`src/rtl/cache_axi_pkg.sv`:
```
// cache_axi_pkg: shared definitions for the cache AXI read-channel arbiter.
// Holds the FSM state encoding, requester IDs and the default burst length.
package cache_axi_pkg;

  localparam logic [2:0] ST_IDLE = 3'd0;
  localparam logic [2:0] ST_AR_I = 3'd1;
  localparam logic [2:0] ST_AR_D = 3'd2;
  localparam logic [2:0] ST_R_I  = 3'd3;
  localparam logic [2:0] ST_R_D  = 3'd4;

  typedef enum logic [2:0] {
    IDLE = ST_IDLE,
    AR_I = ST_AR_I,
    AR_D = ST_AR_D,
    R_I  = ST_R_I,
    R_D  = ST_R_D
  } arb_state_e;

  localparam logic REQ_I = 1'b0;
  localparam logic REQ_D = 1'b1;

  localparam int BURST_LEN_DEFAULT = 8;

endpackage

```
`src/rtl/cache_axi_rd_arbiter.sv`:
```
// cache_axi_rd_arbiter: shares one AXI read port between the icache and dcache
// refill engines. One burst is in flight at a time; the granted requester's
// address is forwarded, its beats are passed straight through, and the port is
// released on the last beat.
// Optional feature: define ARB_ROUND_ROBIN_EN to alternate grants on a
// simultaneous request; otherwise the dcache always wins a tie.
module cache_axi_rd_arbiter
  import cache_axi_pkg::*;
#(
  parameter int BURST_LEN = BURST_LEN_DEFAULT,
  parameter int ADDR_W    = 32,
  parameter int DATA_W    = 32
) (
  input  logic              clk,
  input  logic              rst,
  input  logic [ADDR_W-1:0] i_araddr,
  input  logic              i_arvalid,
  output logic              i_arready,
  output logic [DATA_W-1:0] i_rdata,
  output logic              i_rvalid,
  output logic              i_rlast,
  input  logic              i_rready,
  input  logic [ADDR_W-1:0] d_araddr,
  input  logic              d_arvalid,
  output logic              d_arready,
  output logic [DATA_W-1:0] d_rdata,
  output logic              d_rvalid,
  output logic              d_rlast,
  input  logic              d_rready,
  output logic [ADDR_W-1:0] m_araddr,
  output logic [7:0]        m_arlen,
  output logic              m_arvalid,
  input  logic              m_arready,
  input  logic [DATA_W-1:0] m_rdata,
  input  logic              m_rvalid,
  input  logic              m_rlast,
  output logic              m_rready,
  output logic              err_len
);

  localparam int              CNT_W    = (BURST_LEN > 1) ? $clog2(BURST_LEN) : 1;
  localparam logic [CNT_W-1:0] CNT_LAST = CNT_W'(BURST_LEN - 1);

  arb_state_e        state_q, state_d;
  logic              last_grant_q, last_grant_d;
  logic [CNT_W-1:0]  cnt_q, cnt_d;
  logic [ADDR_W-1:0] araddr_q, araddr_d;
  logic              err_len_q, err_len_d;
  logic              winner;
  logic              r_hs;

`ifdef ARB_ROUND_ROBIN_EN
  // Tie goes to whichever requester was not served last.
  function automatic logic pick_winner(input logic i_req, input logic d_req,
                                       input logic prev_grant);
    logic w;
    w = REQ_I;
    if (i_req && d_req) begin
      w = (prev_grant == REQ_I) ? REQ_D : REQ_I;
    end else if (d_req) begin
      w = REQ_D;
    end
    return w;
  endfunction
`else
  // Tie always goes to the dcache; last_grant is kept for observability only.
  function automatic logic pick_winner(input logic i_req, input logic d_req);
    logic w;
    w = REQ_I;
    if (d_req) begin
      w = REQ_D;
    end else if (i_req) begin
      w = REQ_I;
    end
    return w;
  endfunction

  logic unused_last_grant;
  assign unused_last_grant = last_grant_q;
`endif

  assign m_arlen  = 8'(BURST_LEN - 1);
  assign m_araddr = araddr_q;
  assign err_len  = err_len_q;
  assign i_rdata  = m_rdata;
  assign d_rdata  = m_rdata;
  assign r_hs     = m_rvalid & m_rready;

  // Handshake steering: everything is decoded from the registered state so
  // the data path stays zero-latency and all controls drop to 0 in IDLE.
  always_comb begin
    i_arready = 1'b0;
    d_arready = 1'b0;
    i_rvalid  = 1'b0;
    d_rvalid  = 1'b0;
    i_rlast   = 1'b0;
    d_rlast   = 1'b0;
    m_arvalid = 1'b0;
    m_rready  = 1'b0;
    case (state_q)
      AR_I: begin
        m_arvalid = 1'b1;
        i_arready = m_arready;
      end
      AR_D: begin
        m_arvalid = 1'b1;
        d_arready = m_arready;
      end
      R_I: begin
        i_rvalid = m_rvalid;
        i_rlast  = m_rlast;
        m_rready = i_rready;
      end
      R_D: begin
        d_rvalid = m_rvalid;
        d_rlast  = m_rlast;
        m_rready = d_rready;
      end
      default: ;
    endcase
  end

  // Next-state: arbitration in IDLE, address hand-off, then beat counting
  // with a length check; only m_rlast ever ends the data phase.
  always_comb begin
    state_d      = state_q;
    last_grant_d = last_grant_q;
    cnt_d        = cnt_q;
    araddr_d     = araddr_q;
    err_len_d    = 1'b0;
`ifdef ARB_ROUND_ROBIN_EN
    winner = pick_winner(i_arvalid, d_arvalid, last_grant_q);
`else
    winner = pick_winner(i_arvalid, d_arvalid);
`endif
    case (state_q)
      IDLE: begin
        if (i_arvalid || d_arvalid) begin
          if (winner == REQ_D) begin
            state_d  = AR_D;
            araddr_d = d_araddr;
          end else begin
            state_d  = AR_I;
            araddr_d = i_araddr;
          end
        end
      end
      AR_I: begin
        if (m_arready) begin
          state_d = R_I;
          cnt_d   = '0;
        end
      end
      AR_D: begin
        if (m_arready) begin
          state_d = R_D;
          cnt_d   = '0;
        end
      end
      R_I, R_D: begin
        if (r_hs) begin
          if (cnt_q != CNT_LAST) begin
            cnt_d = cnt_q + CNT_W'(1);
          end
          err_len_d = m_rlast ^ (cnt_q == CNT_LAST);
          if (m_rlast) begin
            state_d      = IDLE;
            last_grant_d = (state_q == R_D) ? REQ_D : REQ_I;
          end
        end
      end
      default: state_d = IDLE;
    endcase
  end

  // State registers; reset abandons any burst in progress.
  always_ff @(posedge clk or negedge rst) begin
    if (!rst) begin
      state_q      <= IDLE;
      last_grant_q <= REQ_I;
      cnt_q        <= '0;
      araddr_q     <= '0;
      err_len_q    <= 1'b0;
    end else begin
      state_q      <= state_d;
      last_grant_q <= last_grant_d;
      cnt_q        <= cnt_d;
      araddr_q     <= araddr_d;
      err_len_q    <= err_len_d;
    end
  end

endmodule

```
`config.mk`:
```
export PLATFORM = sky130hd
export DESIGN_NAME = cache_axi_rd_arbiter
export DESIGN_NICKNAME = d
export VERILOG_FILES = /design/src/rtl/cache_axi_pkg.sv /design/src/rtl/cache_axi_rd_arbiter.sv
export SDC_FILE = /design/constraint.sdc
export NUM_CORES = 1
export LEC_CHECK = 0
export BUFFER_PORTS_ARGS = -buffer_cell sky130_fd_sc_hd__buf_4
export CORE_AREA = 2 2 85 87
export DETAILED_ROUTE_END_ITERATION = 7
export DIE_AREA = 0 0 87 89
export GPL_ROUTABILITY_DRIVEN = 0
export PLACE_DENSITY_LB_ADDON = 0.12
export SETUP_SLACK_MARGIN = 0.3
export SYNTH_ARGS = -nofsm -noshare
export SYNTH_HDL_FRONTEND = slang
export SYNTH_SLANG_ARGS = --single-unit
```
`constraint.sdc`:
```
create_clock -name clk -period 5.6 [get_ports clk]
set_clock_uncertainty 0.05 [all_clocks]
set_input_delay 1.68 -clock clk [delete_from_list [all_inputs] [get_ports clk]]
set_output_delay 1.68 -clock clk [all_outputs]
set_load 0.05 [all_outputs]
```
# Word level (Yosys, flattened, before mapping)
# Index checks and enable logic that the tools add are counted.
dict set report op_classes {
  addsub 1
  n_eq_ne 13
  mux 23
  n_bitwise 2
  n_reduce_logical 8
}
# operator count
set ops {}
lappend ops {{$mux W32} 1}
lappend ops {{$mux W3} 8}
lappend ops {{$ne A2 B2 Y1 const B} 6}
lappend ops {{$pmux W3 S4} 1}
lappend ops {{$mux W1} 10}
lappend ops {{$eq A3 B2 Y1 const B} 2}
lappend ops {{$eq A3 B3 Y1 const B} 2}
lappend ops {{$pmux W3 S2} 1}
lappend ops {{$reduce_and A5 Y1} 1}
lappend ops {{$reduce_and A4 Y1} 1}
lappend ops {{$reduce_or A2 Y1} 2}
lappend ops {{$add A3 B1 Y3 const B} 1}
lappend ops {{$eq A3 B1 Y1 const B} 1}
lappend ops {{$logic_not A3 Y1} 1}
lappend ops {{$ne A3 B3 Y1 const B} 1}
lappend ops {{$mux W2} 1}
lappend ops {{$ne A2 B1 Y1 const B} 1}
lappend ops {{$pmux W1 S2} 1}
lappend ops {{$reduce_and A2 Y1} 1}
lappend ops {{$reduce_bool A2 Y1} 1}
lappend ops {{$and A1 B1 Y1} 1}
lappend ops {{$logic_or A1 B1 Y1} 1}
lappend ops {{$xor A1 B1 Y1} 1}
dict set report totals {
  ff_bits 39
  input_bits 105
  output_inout_bits 113
  wordCells 51
}

# Depth between registers and ports, before layout
dict set report logic_depth {
  ltp_word 5
  depth_mapped 6
  mapped_depth_nobuf 5
}

# Worst setup path after synthesis
# No wires, ideal clock.
dict set report synth_timing {
  path_type {input to output}
  start {input i_rready}
  end {output m_rready}
  arrival_time_ns 2.161
  required_ns 3.870
  path_slack_ns 1.709
  path_stages 1
  n_path_buf 0
  cell_sequence {a32o_1}
}
dict set report synth_between {
  elab_chain_cells 1
}
# element line_no
set synth_lines {}
lappend synth_lines {{start: declaration} cache_axi_rd_arbiter.sv:22} ;# input logic i_rready,
lappend synth_lines {{$pmux W1 S2} cache_axi_rd_arbiter.sv:100} ;# case (state_q)
lappend synth_lines {{end: declaration} cache_axi_rd_arbiter.sv:37} ;# output logic m_rready,
# Every way passes these cells.

# Final worst setup path
# Ends and elaborated chain as after synthesis.

==> flow_metrics.tcl <==
set metrics [dict create \
    min_path_type "reg -> reg" \
    p_leak_nw 1.55 \
    placed_area_um2 3030 \
    worst_slew_pin_slew_ps 749 \
    worstHoldStart "m_araddr[17]" \
    cp.arrival_ps 2240 \
    grt_pass1_wl_um 8510 \
    setup_viol 0 \
    die_y_um 89 \
    yosysSeqAreaShare_pct 36.0 \
    grt.overflow.total 0 \
    finalSetupTns_ps 0 \
    grtUsageMet2_pct 23.7 \
    hold_violations 0 \
    pin_count 218 \
    routed_wl_um 5340 \
    slew_violations 0 \
    critPathLaunch "i_rready" \
    cts_tree "built" \
    whs_path_depth 2 \
    rows 30 \
    root_buffer "clkbuf_8" \
    regToRegStartpoint "state_q[0]" \
    vias 1860 \
    grt_pass1_vias 1873 \
    min_period_ps 3970 \
    ir_drop_v 0.000264 \
    ant_nets 0 \
    hold_end "m_araddr[17]" \
    status "finished clean" \
    path_cells "buf_4 > a32o_1 > buf_4" \
    coreArea_um2 6720 \
    ff2ff_setup_slack_ps 3680 \
    crit_buf_inv 2 \
    slew_headroom_pct 50.1 \
    post-route-util_pct 46.4 \
    use_met1_pct 16.1 \
    synthesis.area_um2 2710 \
    syn_inst 274 \
    synth_area_per_cell_um2 9.88 \
    synth_seq_cells 39 \
    final_area_um2 3110 \
    synth_top_cell_by_area "dfrtp_1" \
    reg2regPathDepth 4 \
    grt_busiest_layer "met2" \
    portBuffers 113 \
    max_stage_delay_ps 250 \
    start_util_pct 40.3 \
    ctsHoldBuffers 0 \
    finalHoldWorstSlack_ps 469 \
    antenna_cells 0 \
    maxCapViolCount 0 \
    fmax_mhz 252 \
    antenna_found_initial 0 \
    ctsHtreeMaxLevel 2 \
    grt_use_total_pct 14.1 \
    critical_path.slowest_cell "a32o_1" \
    cts_sinks 39 \
    cp-start-kind "input pin" \
    grt_max_degree 65 \
    critPathCaptureType "primary output" \
    syn2layout_area_growth_pct 15.0 \
    rsz0062_at_grt "no" \
    postCtsSetupBuffers 0 \
    critPathKind "in -> out" \
    use_met3_pct 5.45 \
    path_clk_slew_ps 70 \
    first_pass_iters 4 \
    synth_area_leaders "dfrtp_1 (36%), buf_4 (20%), mux2i_1 (14%)" \
    drtIter0Drc 44 \
    cts_buffer_depth 2 \
    cts_buffers 5 \
    power.density_nw_per_um2 606 \
    synth_cell_types 36 \
    drcViolationCount 0 \
    synth_top_area_share_pct 36.0 \
    crit_top_cell "buf_4" \
    power.total_mw 1.89 \
    min_period_over_period_pct 70.9 \
    final_layout_size_suffix_gt1_share_pct 47.8 \
    synth_warnings 0 \
    clk_latency_ps 280 \
    critical_path.top_delay_family "buffers and inverters" \
    nNetsFinal 422 \
    crit_path_max_fanout 2 \
    cts_resized 0 \
    wl_per_cell_um 13.5 \
    die-area_um2 7740 \
    rr_endpoint "m_araddr[23]" \
    worstPathRequired_ps 3870 \
    dp_hpwl_um 3950 \
    die_x_um 87 \
    viasPerCell 4.70 \
]
## placed cells by master, fill, tap and decap left out
| master | n |
|---|---|
| o311ai_0 | 1 |
| inv_1 | 7 |
| o21ai_0 | 1 |
| xnor2_1 | 1 |
| a21o_1 | 2 |
| a31oi_1 | 1 |
| nand2_1 | 4 |
| nor4_4 | 1 |
| nand2b_1 | 1 |
| a32o_1 | 1 |
| mux2i_1 | 37 |
| and2_1 | 2 |
| and3_1 | 4 |
| nor3b_1 | 1 |
| clkbuf_8 | 5 |
| and3_4 | 1 |
| o311ai_2 | 1 |
| xor2_1 | 1 |
| o311a_1 | 1 |
| nor2b_1 | 1 |
| ha_1 | 2 |
| nor3_1 | 1 |
| clkbuf_1 | 2 |
| buf_4 | 114 |
| conb_1 | 8 |
| clkinv_2 | 1 |
| a2111oi_0 | 1 |
| nand3_1 | 3 |
| a2bb2oi_1 | 1 |
| a211o_1 | 1 |
| nor4b_1 | 1 |
| a21oi_1 | 4 |
| dfrtp_1 | 39 |
| a21oi_2 | 28 |
| nor2_1 | 36 |
## cell families after synthesis
| group | synth area share (%) |
|---|---|
| other cells | 0.277 |
| fa+ha+maj | 0.924 |
| buf+inv | 25.1 |
| mux | 13.7 |
| xor+xnor | 0.647 |
| flops | 36.0 |
| simple gates | 9.94 |
| compound gates | 13.4 |
## worst max path at each step
stage,endpoint,slack (ps),cells after the start
6_report,m_rready,1630,3
3_5_place_dp,m_rready,1630,3
4_1_cts,m_rready,1630,3
2_1_floorplan,m_rready,1710,1
3_3_place_gp,m_rready,1630,3
5_1_grt,m_rready,1610,3
## final cells by class
class,count,area [um^2]
clock buffer,7,76.3
clock inverter,1,5.00
fill,680,3600
inverter,7,26.3
multi-input combinational,148,1070
sequential,39,976
tap,80,100
timing repair buffer,114,856
## where the power goes
| part | internal [mW] | leakage, nW | switching [mW] |
|---|---|---|---|
| logic | 0.387 | 1.06 | 0.801 |
| registers | 0.414 | 0.446 | 0.102 |
| clock network | 0.0875 | 0.0422 | 0.0949 |
| total | 0.888 | 1.55 | 0.998 |
## synthesized netlist by cell type
cell type,number
nor2b_1,1
a211o_1,1
nor3b_1,1
a21oi_1,4
o21ai_0,1
buf_1,1
o311ai_2,1
buf_2,3
nand2_1,4
ha_1,2
o311a_1,1
xnor2_1,1
mux2i_1,37
and2_1,2
a2111oi_0,1
a32o_1,1
buf_4,73
nor2_1,36
a21oi_2,28
nand2b_1,1
nor3_1,1
nor4_4,1
a31oi_1,1
buf_6,7
and3_4,1
inv_1,7
o311ai_0,1
and3_1,4
nor4b_1,1
a21o_1,2
conb_1,2
a2bb2oi_1,1
clkbuf_1,2
nand3_1,3
dfrtp_1,39
xor2_1,1
## flip-flops by register name, indices dropped and copies added (netlist names)
| register | cells |
|---|---|
| err_len | 1 |
| state_q | 3 |
| m_araddr | 32 |
| cnt_q | 3 |
## layer usage
metal	part of all wire, %	wire length (um)
met1	41	2180
met2	48	2550
met3	10	535
met4	1.4	74
met5	0	0
## stage by stage
| stage | setup WS, ps | std cells |
|---|---|---|
| 2_1_floorplan | 1710 | 280 |
| 3_3_place_gp | 1630 | 388 |
| 3_5_place_dp | 1630 | 388 |
| 4_1_cts | 1630 | 396 |
| 5_1_grt | 1610 | 396 |
| 6_report | 1630 | 396 |
## worst reg2reg max path: stages (launching register included)
cell and delay, ps:
dfrtp_1 570, nor4_4 340, buf_4 640, nor2_1 140, a21oi_2 120
(Power assumes the default switching activity.)
